===== src/rtl/dpu_sequencer.sv =====
`default_nettype none
// ============================================================================
//  Module   : dpu_sequencer
//  Brief    : Micro-sequencer for the CCU datapath unit. Fetches 16-bit
//             micro-instructions over a req/ack port, issues one DPU op per
//             EXEC cycle, branches on DPU condition codes and handshakes the
//             video-out strobe with a bounded wait.
//  Options  : DPU_SEQ_BRANCH_EN - when defined, op 10 is a conditional
//             branch on cc; otherwise op 10 is a NOP and cc is ignored.
//  Revision : 1.0 - initial release
// ============================================================================
module dpu_sequencer #(
  parameter int PC_W        = 8,
  parameter int START_ADDR  = 0,
  parameter int VID_TIMEOUT = 255
) (
  input  logic            clk,
  input  logic            rst_n,
  input  logic            start,
  output logic            busy,
  output logic            halted,
  output logic            vidErr,
  output logic            imemReq,
  output logic [PC_W-1:0] imemAddr,
  input  logic            imemAck,
  input  logic [15:0]     imemData,
  output logic [3:0]      Abus,
  output logic [3:0]      Bbus,
  output logic [3:0]      Rbus,
  output logic [3:0]      n,
  output logic [7:0]      mData,
  input  logic [3:0]      cc,
  output logic            outEnable,
  input  logic            vidReady
);

  localparam logic [2:0] c_ST_IDLE  = 3'd0;
  localparam logic [2:0] c_ST_FETCH = 3'd1;
  localparam logic [2:0] c_ST_EXEC  = 3'd2;
  localparam logic [2:0] c_ST_VIDEO = 3'd3;
  localparam logic [2:0] c_ST_HALT  = 3'd4;

  localparam logic [3:0] c_OP_LDI  = 4'h8;
  localparam logic [3:0] c_OP_VID  = 4'h9;
  localparam logic [3:0] c_OP_BR   = 4'hA;
  localparam logic [3:0] c_OP_NOP  = 4'hE;
  localparam logic [3:0] c_OP_HALT = 4'hF;

  // Counter only has to reach VID_TIMEOUT-1 (the last allowed VIDEO cycle).
  localparam int               c_CNT_W    = (VID_TIMEOUT < 2) ? 1 : $clog2(VID_TIMEOUT);
  localparam logic [c_CNT_W-1:0] c_VID_LAST = c_CNT_W'(VID_TIMEOUT - 1);
  localparam logic [PC_W-1:0]  c_PC_START = PC_W'(START_ADDR);
  localparam logic [PC_W-1:0]  c_PC_ONE   = PC_W'(1);

  logic [2:0]         r_state;
  logic [2:0]         w_state_nxt;
  logic [PC_W-1:0]    r_pc;
  logic [PC_W-1:0]    w_pc_nxt;
  logic [15:0]        r_instr;
  logic [3:0]         r_n;
  logic [3:0]         r_a;
  logic [3:0]         r_b;
  logic [3:0]         r_r;
  logic [7:0]         r_m;
  logic [c_CNT_W-1:0] r_vcnt;
  logic               r_vid_err;
  logic [3:0]         w_op;
  logic               w_fetch_done;
  logic               w_start_ok;
  logic               w_vid_tmo;
  logic               w_take;

  assign w_op         = r_instr[15:12];
  assign w_fetch_done = (r_state == c_ST_FETCH) && imemAck;
  assign w_start_ok   = start && ((r_state == c_ST_IDLE) || (r_state == c_ST_HALT));
  assign w_vid_tmo    = (r_vcnt == c_VID_LAST);

`ifdef DPU_SEQ_BRANCH_EN
  // Branch when the selected condition bit equals the wanted polarity.
  assign w_take = (w_op == c_OP_BR) && (cc[r_instr[9:8]] == r_instr[10]);
  logic w_unused_bits;
  assign w_unused_bits = r_instr[11];
`else
  assign w_take = 1'b0;
  logic w_unused_bits;
  assign w_unused_bits = ^{cc, r_instr[11:0]};
`endif

  // State register.
  always_ff @(posedge clk or negedge rst_n) begin
    if (!rst_n) r_state <= c_ST_IDLE;
    else        r_state <= w_state_nxt;
  end

  // Next-state logic.
  always_comb begin
    w_state_nxt = r_state;
    case (r_state)
      c_ST_IDLE:  if (start) w_state_nxt = c_ST_FETCH;
      c_ST_FETCH: if (imemAck) w_state_nxt = c_ST_EXEC;
      c_ST_EXEC: begin
        if (w_op == c_OP_VID)       w_state_nxt = c_ST_VIDEO;
        else if (w_op == c_OP_HALT) w_state_nxt = c_ST_HALT;
        else                        w_state_nxt = c_ST_FETCH;
      end
      c_ST_VIDEO: if (vidReady || w_vid_tmo) w_state_nxt = c_ST_FETCH;
      c_ST_HALT:  if (start) w_state_nxt = c_ST_FETCH;
      default:    w_state_nxt = c_ST_IDLE;
    endcase
  end

  // State-decoded status and handshake outputs.
  always_comb begin
    busy      = 1'b1;
    halted    = 1'b0;
    imemReq   = 1'b0;
    outEnable = 1'b0;
    case (r_state)
      c_ST_IDLE:  busy = 1'b0;
      c_ST_HALT: begin
        busy   = 1'b0;
        halted = 1'b1;
      end
      c_ST_FETCH: imemReq   = 1'b1;
      c_ST_VIDEO: outEnable = 1'b1;
      default:    busy      = 1'b1;
    endcase
  end

  // Program counter update: restart, branch, hold on halt, else increment.
  always_comb begin
    w_pc_nxt = r_pc;
    if (w_start_ok) begin
      w_pc_nxt = c_PC_START;
    end else if (r_state == c_ST_EXEC) begin
      if (w_take)                 w_pc_nxt = PC_W'(r_instr[7:0]);
      else if (w_op != c_OP_HALT) w_pc_nxt = r_pc + c_PC_ONE;
    end
  end

  // Program counter register.
  always_ff @(posedge clk or negedge rst_n) begin
    if (!rst_n) r_pc <= c_PC_START;
    else        r_pc <= w_pc_nxt;
  end

  // Latch the instruction on the acknowledged fetch cycle.
  always_ff @(posedge clk or negedge rst_n) begin
    if (!rst_n)            r_instr <= 16'h0000;
    else if (w_fetch_done) r_instr <= imemData;
  end

  // DPU controls are decoded straight from imemData so they are registered
  // and valid exactly during EXEC; selects and load data hold otherwise.
  always_ff @(posedge clk or negedge rst_n) begin
    if (!rst_n) begin
      r_n <= c_OP_NOP;
      r_a <= 4'h0;
      r_b <= 4'h0;
      r_r <= 4'h0;
      r_m <= 8'h00;
    end else begin
      r_n <= c_OP_NOP;
      if (w_fetch_done) begin
        if (!imemData[15]) begin
          r_n <= imemData[15:12];
          r_r <= imemData[11:8];
          r_a <= imemData[7:4];
          r_b <= imemData[3:0];
        end else if (imemData[15:12] == c_OP_LDI) begin
          r_n <= c_OP_LDI;
          r_r <= imemData[11:8];
          r_m <= imemData[7:0];
        end
      end
    end
  end

  // VIDEO cycle counter and sticky timeout flag (acceptance beats timeout).
  always_ff @(posedge clk or negedge rst_n) begin
    if (!rst_n) begin
      r_vcnt    <= '0;
      r_vid_err <= 1'b0;
    end else begin
      if (r_state == c_ST_VIDEO) r_vcnt <= r_vcnt + c_CNT_W'(1);
      else                       r_vcnt <= '0;
      if (w_start_ok)
        r_vid_err <= 1'b0;
      else if ((r_state == c_ST_VIDEO) && !vidReady && w_vid_tmo)
        r_vid_err <= 1'b1;
    end
  end

  assign imemAddr = r_pc;
  assign n        = r_n;
  assign Abus     = r_a;
  assign Bbus     = r_b;
  assign Rbus     = r_r;
  assign mData    = r_m;
  assign vidErr   = r_vid_err;

endmodule
`default_nettype wire


===== config.mk =====
export PLATFORM = sky130hd
export DESIGN_NAME = dpu_sequencer
export DESIGN_NICKNAME = d
export VERILOG_FILES = /design/src/rtl/dpu_sequencer.sv
export SDC_FILE = /design/constraint.sdc
export NUM_CORES = 1
export LEC_CHECK = 0
export ABC_AREA = 1
export CAP_MARGIN = 20
export CORE_UTILIZATION = 49
export CTS_BUF_LIST = sky130_fd_sc_hd__clkbuf_8
export CTS_CLUSTER_DIAMETER = 200
export DETAILED_ROUTE_END_ITERATION = 8
export PLACE_DENSITY = 0.82
export SLEW_MARGIN = 20
export SYNTH_ARGS = -nofsm -noshare
export SYNTH_HDL_FRONTEND = slang
export SYNTH_SLANG_ARGS = --single-unit

===== constraint.sdc =====
create_clock -name clk -period 1.7 [get_ports clk]
set_clock_uncertainty 0.2 [all_clocks]
set_input_delay 0.34 -clock clk [delete_from_list [all_inputs] [get_ports clk]]
set_output_delay 0.34 -clock clk [all_outputs]
set_load 0.01 [all_outputs]

# Word level (Yosys, flattened, before mapping)
# Cells that the tools add are included.
# totals
regBits,60
input_bits,25
wordCells,64
# op_classes
addsub,2
eq_ne,13
muxes,21
bitwise_logic,1
reduce_logical,17
# op_table
operator,count
$mux W8,4
$mux W3,6
$add A8 B1 Y8 const B,2
$mux W4,4
$eq A4 B4 Y1 const B,3
$pmux W3 S4,1
$eq A8 B8 Y1 const B,1
$eq A3 B2 Y1 const B,2
$mux W1,6
$reduce_and A2 Y1,3
$reduce_and A3 Y1,2
$reduce_bool A2 Y1,3
$logic_and A1 B1 Y1,4
$ne A2 B1 Y1 const B,2
$ne A2 B2 Y1 const B,2
$ne A4 B4 Y1 const B,1
$eq A3 B1 Y1 const B,1
$eq A3 B3 Y1 const B,1
$logic_not A3 Y1,1
$logic_or A1 B1 Y1,2
$reduce_or A2 Y1,1
$logic_not A1 Y1,1
$not A1 Y1,1

# Longest topological paths before layout
# depth
ltp_word,5
ltp_mapped,9

# Worst setup path after synthesis
# No wires, ideal clock.
# synth_timing
kind,reg2reg
start,reg r_state[2]
end,reg r_m[6] (netlist: mData[6])
setup_time_ns,0.118
t_arrival_ns,1.125
required_time_ns,1.382
path_slack_ns,0.257
stages_incl_launch_ff,8
path_buffers,1
path_cell_list,dfrtp_1 -> inv_2 -> nand3_2 -> nor2_8 -> nand2_4 -> buf_6 -> nand2_1 -> o21ai_2
# synth_via
elab_chain_cells,3
# synth_lines
item,line,rtl
"start, declared",55,logic [2:0] r_state;
"start signal, assigned",91,if (!rst_n) r_state <= c_ST_IDLE;
"start signal, assigned",92,else r_state <= w_state_nxt;
$eq A3 B1 Y1,74,assign w_fetch_done = (r_state == c_ST_FETCH) && imemAck;
$logic_and A1 B1 Y1,74,
$reduce_and A3 Y1 (no source line),n/a,
"end signal, assigned",173,r_m <= imemData[7:0];
"end, declared",64,logic [7:0] r_m;
# Every way passes these cells.
# A chain may end at the register's enable or synchronous reset.

# Worst setup path in the final report
# layout_timing
start,reg r_state[1]
end,out halted
# layout_via
elab_chain_cells,2
# layout_lines
item,line,rtl
$eq A3 B3 Y1,118,case (r_state)
$mux W1,118,
"end, declared",21,"output logic halted,"
# Every way passes these cells.

==> results.yml <==
outcome:
  status: "completed"
worst_setup_path:
  critPathBufInv: 2
  crit_chain: "nor2_2 > inv_2 > nor2_2 > buf_2"
  rr_worst_depth: 7
  slowest_delay_ns: 0.43
  cp_num_cells: 4
  worst_ep_required_time_ns: 1.16
  worst_path_most_repeated_cell: "nor2_2"
  worstSetupPathType: "reg2out"
  path_max_fanout: 4
  end_kind: "primary output"
  start_kind: "flip-flop"
  cp_top_family: "flip-flops"
  critical_path.slowest_cell: "dfrtp_1"
  worstPathArrival_ns: 1.13
global_route:
  grt_pass1_wl_mm: 7.85
  grt_overflow_total: 0
  grt.met2_usage_pct: 34.2
  busiest_layer: "met2"
  grt_antenna_before_repair: 0
  grt_max_degree: 49
  grt_use_met3_pct: 5.52
  grt_use_met1_pct: 25.7
  gr-usage-all-layers_pct: 20.3
  grt_pass1_vias: 1822
final_layout:
  fin_util_pct: 70.8
  n_antenna_cell: 0
  syn_to_final_growth_pct: 38.1
  drive_gt1_share_pct: 19.8
  fillCellCount: 364
  fin_nets: 371
timing:
  grt_setup_unrepaired: "true"
  report.final.setup_viol: 0
  drv_slew: 0
  clock.fmax_mhz: 598
  period_minus_slack_ns: 1.67
  hold_viol: 0
  tightest_slew_ns: 0.285
  fin_crit_sh_pct: 98.4
  slew_headroom_pct: 80.8
route:
  wirelength_mm: 4.49
  route.detailed.drc: 0
  wl_per_cell_um: 11.3
  ant_nets: 0
  viasPerCell: 4.79
  vias: 1896
  drtIter0Drc: 92
  drt_pass1_iterations: 4
synthesis:
  avgSynthCellArea_um2: 8.65
  ys_seq_area_share_pct: 54.0
  synthesis.nets: 286
  ys_ff_latch: 48
  syn_inst: 258
  ys_types: 25
  post_synth_instance_area_um2: 2230
  synth_warnings: 0
clocking:
  cts.htree.levels: 2
  root_buffer: "clkbuf_8"
  numClockSinks: 48
  clk_path_buf_depth: 2
  clkTransAtPathRegs_ns: 0.09
  cts_tree: "built"
  numCtsBuffers: 5
  clk-insertion-delay-late_ns: 0.30
power_and_ir_drop:
  p_per_area_nw_per_um2: 1420
  vdd_ir_drop_max_v: 0.000976
  p_leak_nw: 1.68
  finalPower_mw: 4.37
floorplanning:
  core_um2: 4350
  die_area_um2: 4830
  rows: 24
  die_h_um: 69.5
  ios: 62
  dieWidth_um: 69.5
  initial_core_util_pct: 51.2
placement:
  hpwlAfterDp_mm: 3.21
  io_buffers: 57
  place_congestion: 0.767
min_path:
  hold_class: "reg2reg"
  holdPathStages: 2
job:
  cap_violations: 0
## final timing paths
kind	from	end	slack (ns)
worst max-delay path	r_state[1]$_DFFE_PN0P_	halted	0.03
max in group asynchronous	rst_n	n[3]$_DFF_PN1_	0.67
min in group asynchronous	rst_n	r_state[1]$_DFFE_PN0P_	0.35
worst max register to register	r_state[0]$_DFFE_PN0P_	Abus[2]$_DFFE_PN0P_	0.11
worst min register to register	Rbus[1]$_DFFE_PN0P_	Rbus[1]$_DFFE_PN0P_	0.28
worst min-delay path	Rbus[1]$_DFFE_PN0P_	Rbus[1]$_DFFE_PN0P_	0.28
## through the flow
| step | setup slack, ns | TNS (ns) | instances | cell area (um2) | hold slack (ns) |
|---|---|---|---|---|---|
| 3_3_place_gp | -0.115 | -1.54 | 379 | 2960 | 0.139 |
| 6_report | 0.0273 | 0 | 396 | 3080 | 0.280 |
| 5_1_grt | -0.0595 | -0.0827 | 396 | 3080 | 0.307 |
| 4_1_cts | -0.0102 | -0.0183 | 395 | 3080 | 0.287 |
| 2_1_floorplan | 0.257 | 0 | 258 | 2230 | -0.156 |
| 3_5_place_dp | -0.153 | -2.11 | 379 | 2960 | 0.139 |
## cell usage after synthesis (all sizes together)
cell type / number / area share, %
buf: 2 / 1.0
nand2: 81 / 14
nor3b: 1 / 0.34
nand3: 10 / 2.5
dfstp: 3 / 3.5
xor2: 2 / 0.79
nand4: 2 / 0.56
o21ai: 25 / 8.3
inv: 36 / 6.1
nand3b: 2 / 0.67
a31oi: 1 / 0.28
nor2: 32 / 6.1
a21oi: 7 / 1.6
nor3: 4 / 1.1
ha: 3 / 1.7
and2: 1 / 0.28
o21a: 1 / 0.34
dfrtp: 45 / 50
## worst register-to-register path, stage by stage (launching register included)
cell     delay, ns
dfrtp_1       0.39
buf_4         0.13
nand3_2       0.09
buf_4         0.17
nor2_8        0.13
nand2_4       0.17
nand2_1       0.14
o21ai_2       0.06
## sequential cells by signal (all words and copies together) (netlist names)
register and cells:
r_instr 4, r_state 3, Abus 4, vidErr 1, Bbus 4, r_vcnt 8, mData 8, n 4
Rbus 4, imemAddr 8
## metal layers
metal	vias up	share of wire [%]	wire [um]
met2	47	50	2230
met4	0	0.16	7
met3	2	5.1	227
met5	-	0	0
met1	875	45	2030
li1	972	-	-
## cell type report
cell class | count | area (um2) | share of cell area, %
flip-flops and latches | 48 | 1200 | 39.1
multi-input cells | 172 | 881 | 28.6
repair buffers | 80 | 702 | 22.8
inverters | 36 | 135 | 4.38
clock buffers | 6 | 82.6 | 2.68
well taps | 52 | 65.1 | 2.11
clock inverters | 2 | 11.3 | 0.365
## layout by cell type (no fill, tap or decap)
cell	count
buf_12	1
nand3_2	1
a31oi_1	1
dfstp_2	3
nand2_2	3
ha_1	3
nor2_2	3
inv_1	33
dlygate4sd2_1	33
and2_1	1
nand4_1	2
nor3b_1	1
o21ai_2	16
nor2_8	1
clkinvlp_4	1
dfrtp_1	45
clkbuf_8	6
nor3_1	3
buf_6	2
buf_4	20
buf_2	4
nand3_1	9
nor3_2	1
o21a_1	1
inv_2	4
dlygate4sd3_1	1
nand2_4	2
o21ai_0	9
a21oi_1	7
nand2_1	76
clkdlybuf4s50_1	19
nor2_1	28
nand3b_1	2
xor2_1	2
## cells by family after synthesis
group / after synthesis / share of synthesized area [%]
and+or+nand+nor: 133 / 26.0
adders and majority gates: 3 / 1.68
buffers and inverters: 38 / 7.07
DFF: 48 / 54.0
xor gates and xnor gates: 2 / 0.785
AOI/OAI and AO/OA: 34 / 10.5
## what timing repair did
action | 4_1_cts | 5_1_grt
buffers inserted | 7 | 1
setup endpoints to repair | 37 | 9
endpoints found under the hold margin | 45 | 0
pin swaps | 2 | 3
resized for setup | 53 | 6
hold buffers | 1 | 0
## report_power, final
part | internal, mW | leakage, nW | switching, mW
registers | 1.52 | 0.617 | 0.224
clock network | 0.325 | 0.0486 | 0.370
logic | 0.910 | 1.01 | 1.02
total | 2.75 | 1.68 | 1.62
Note: power is estimated with default switching activity, not from simulation.
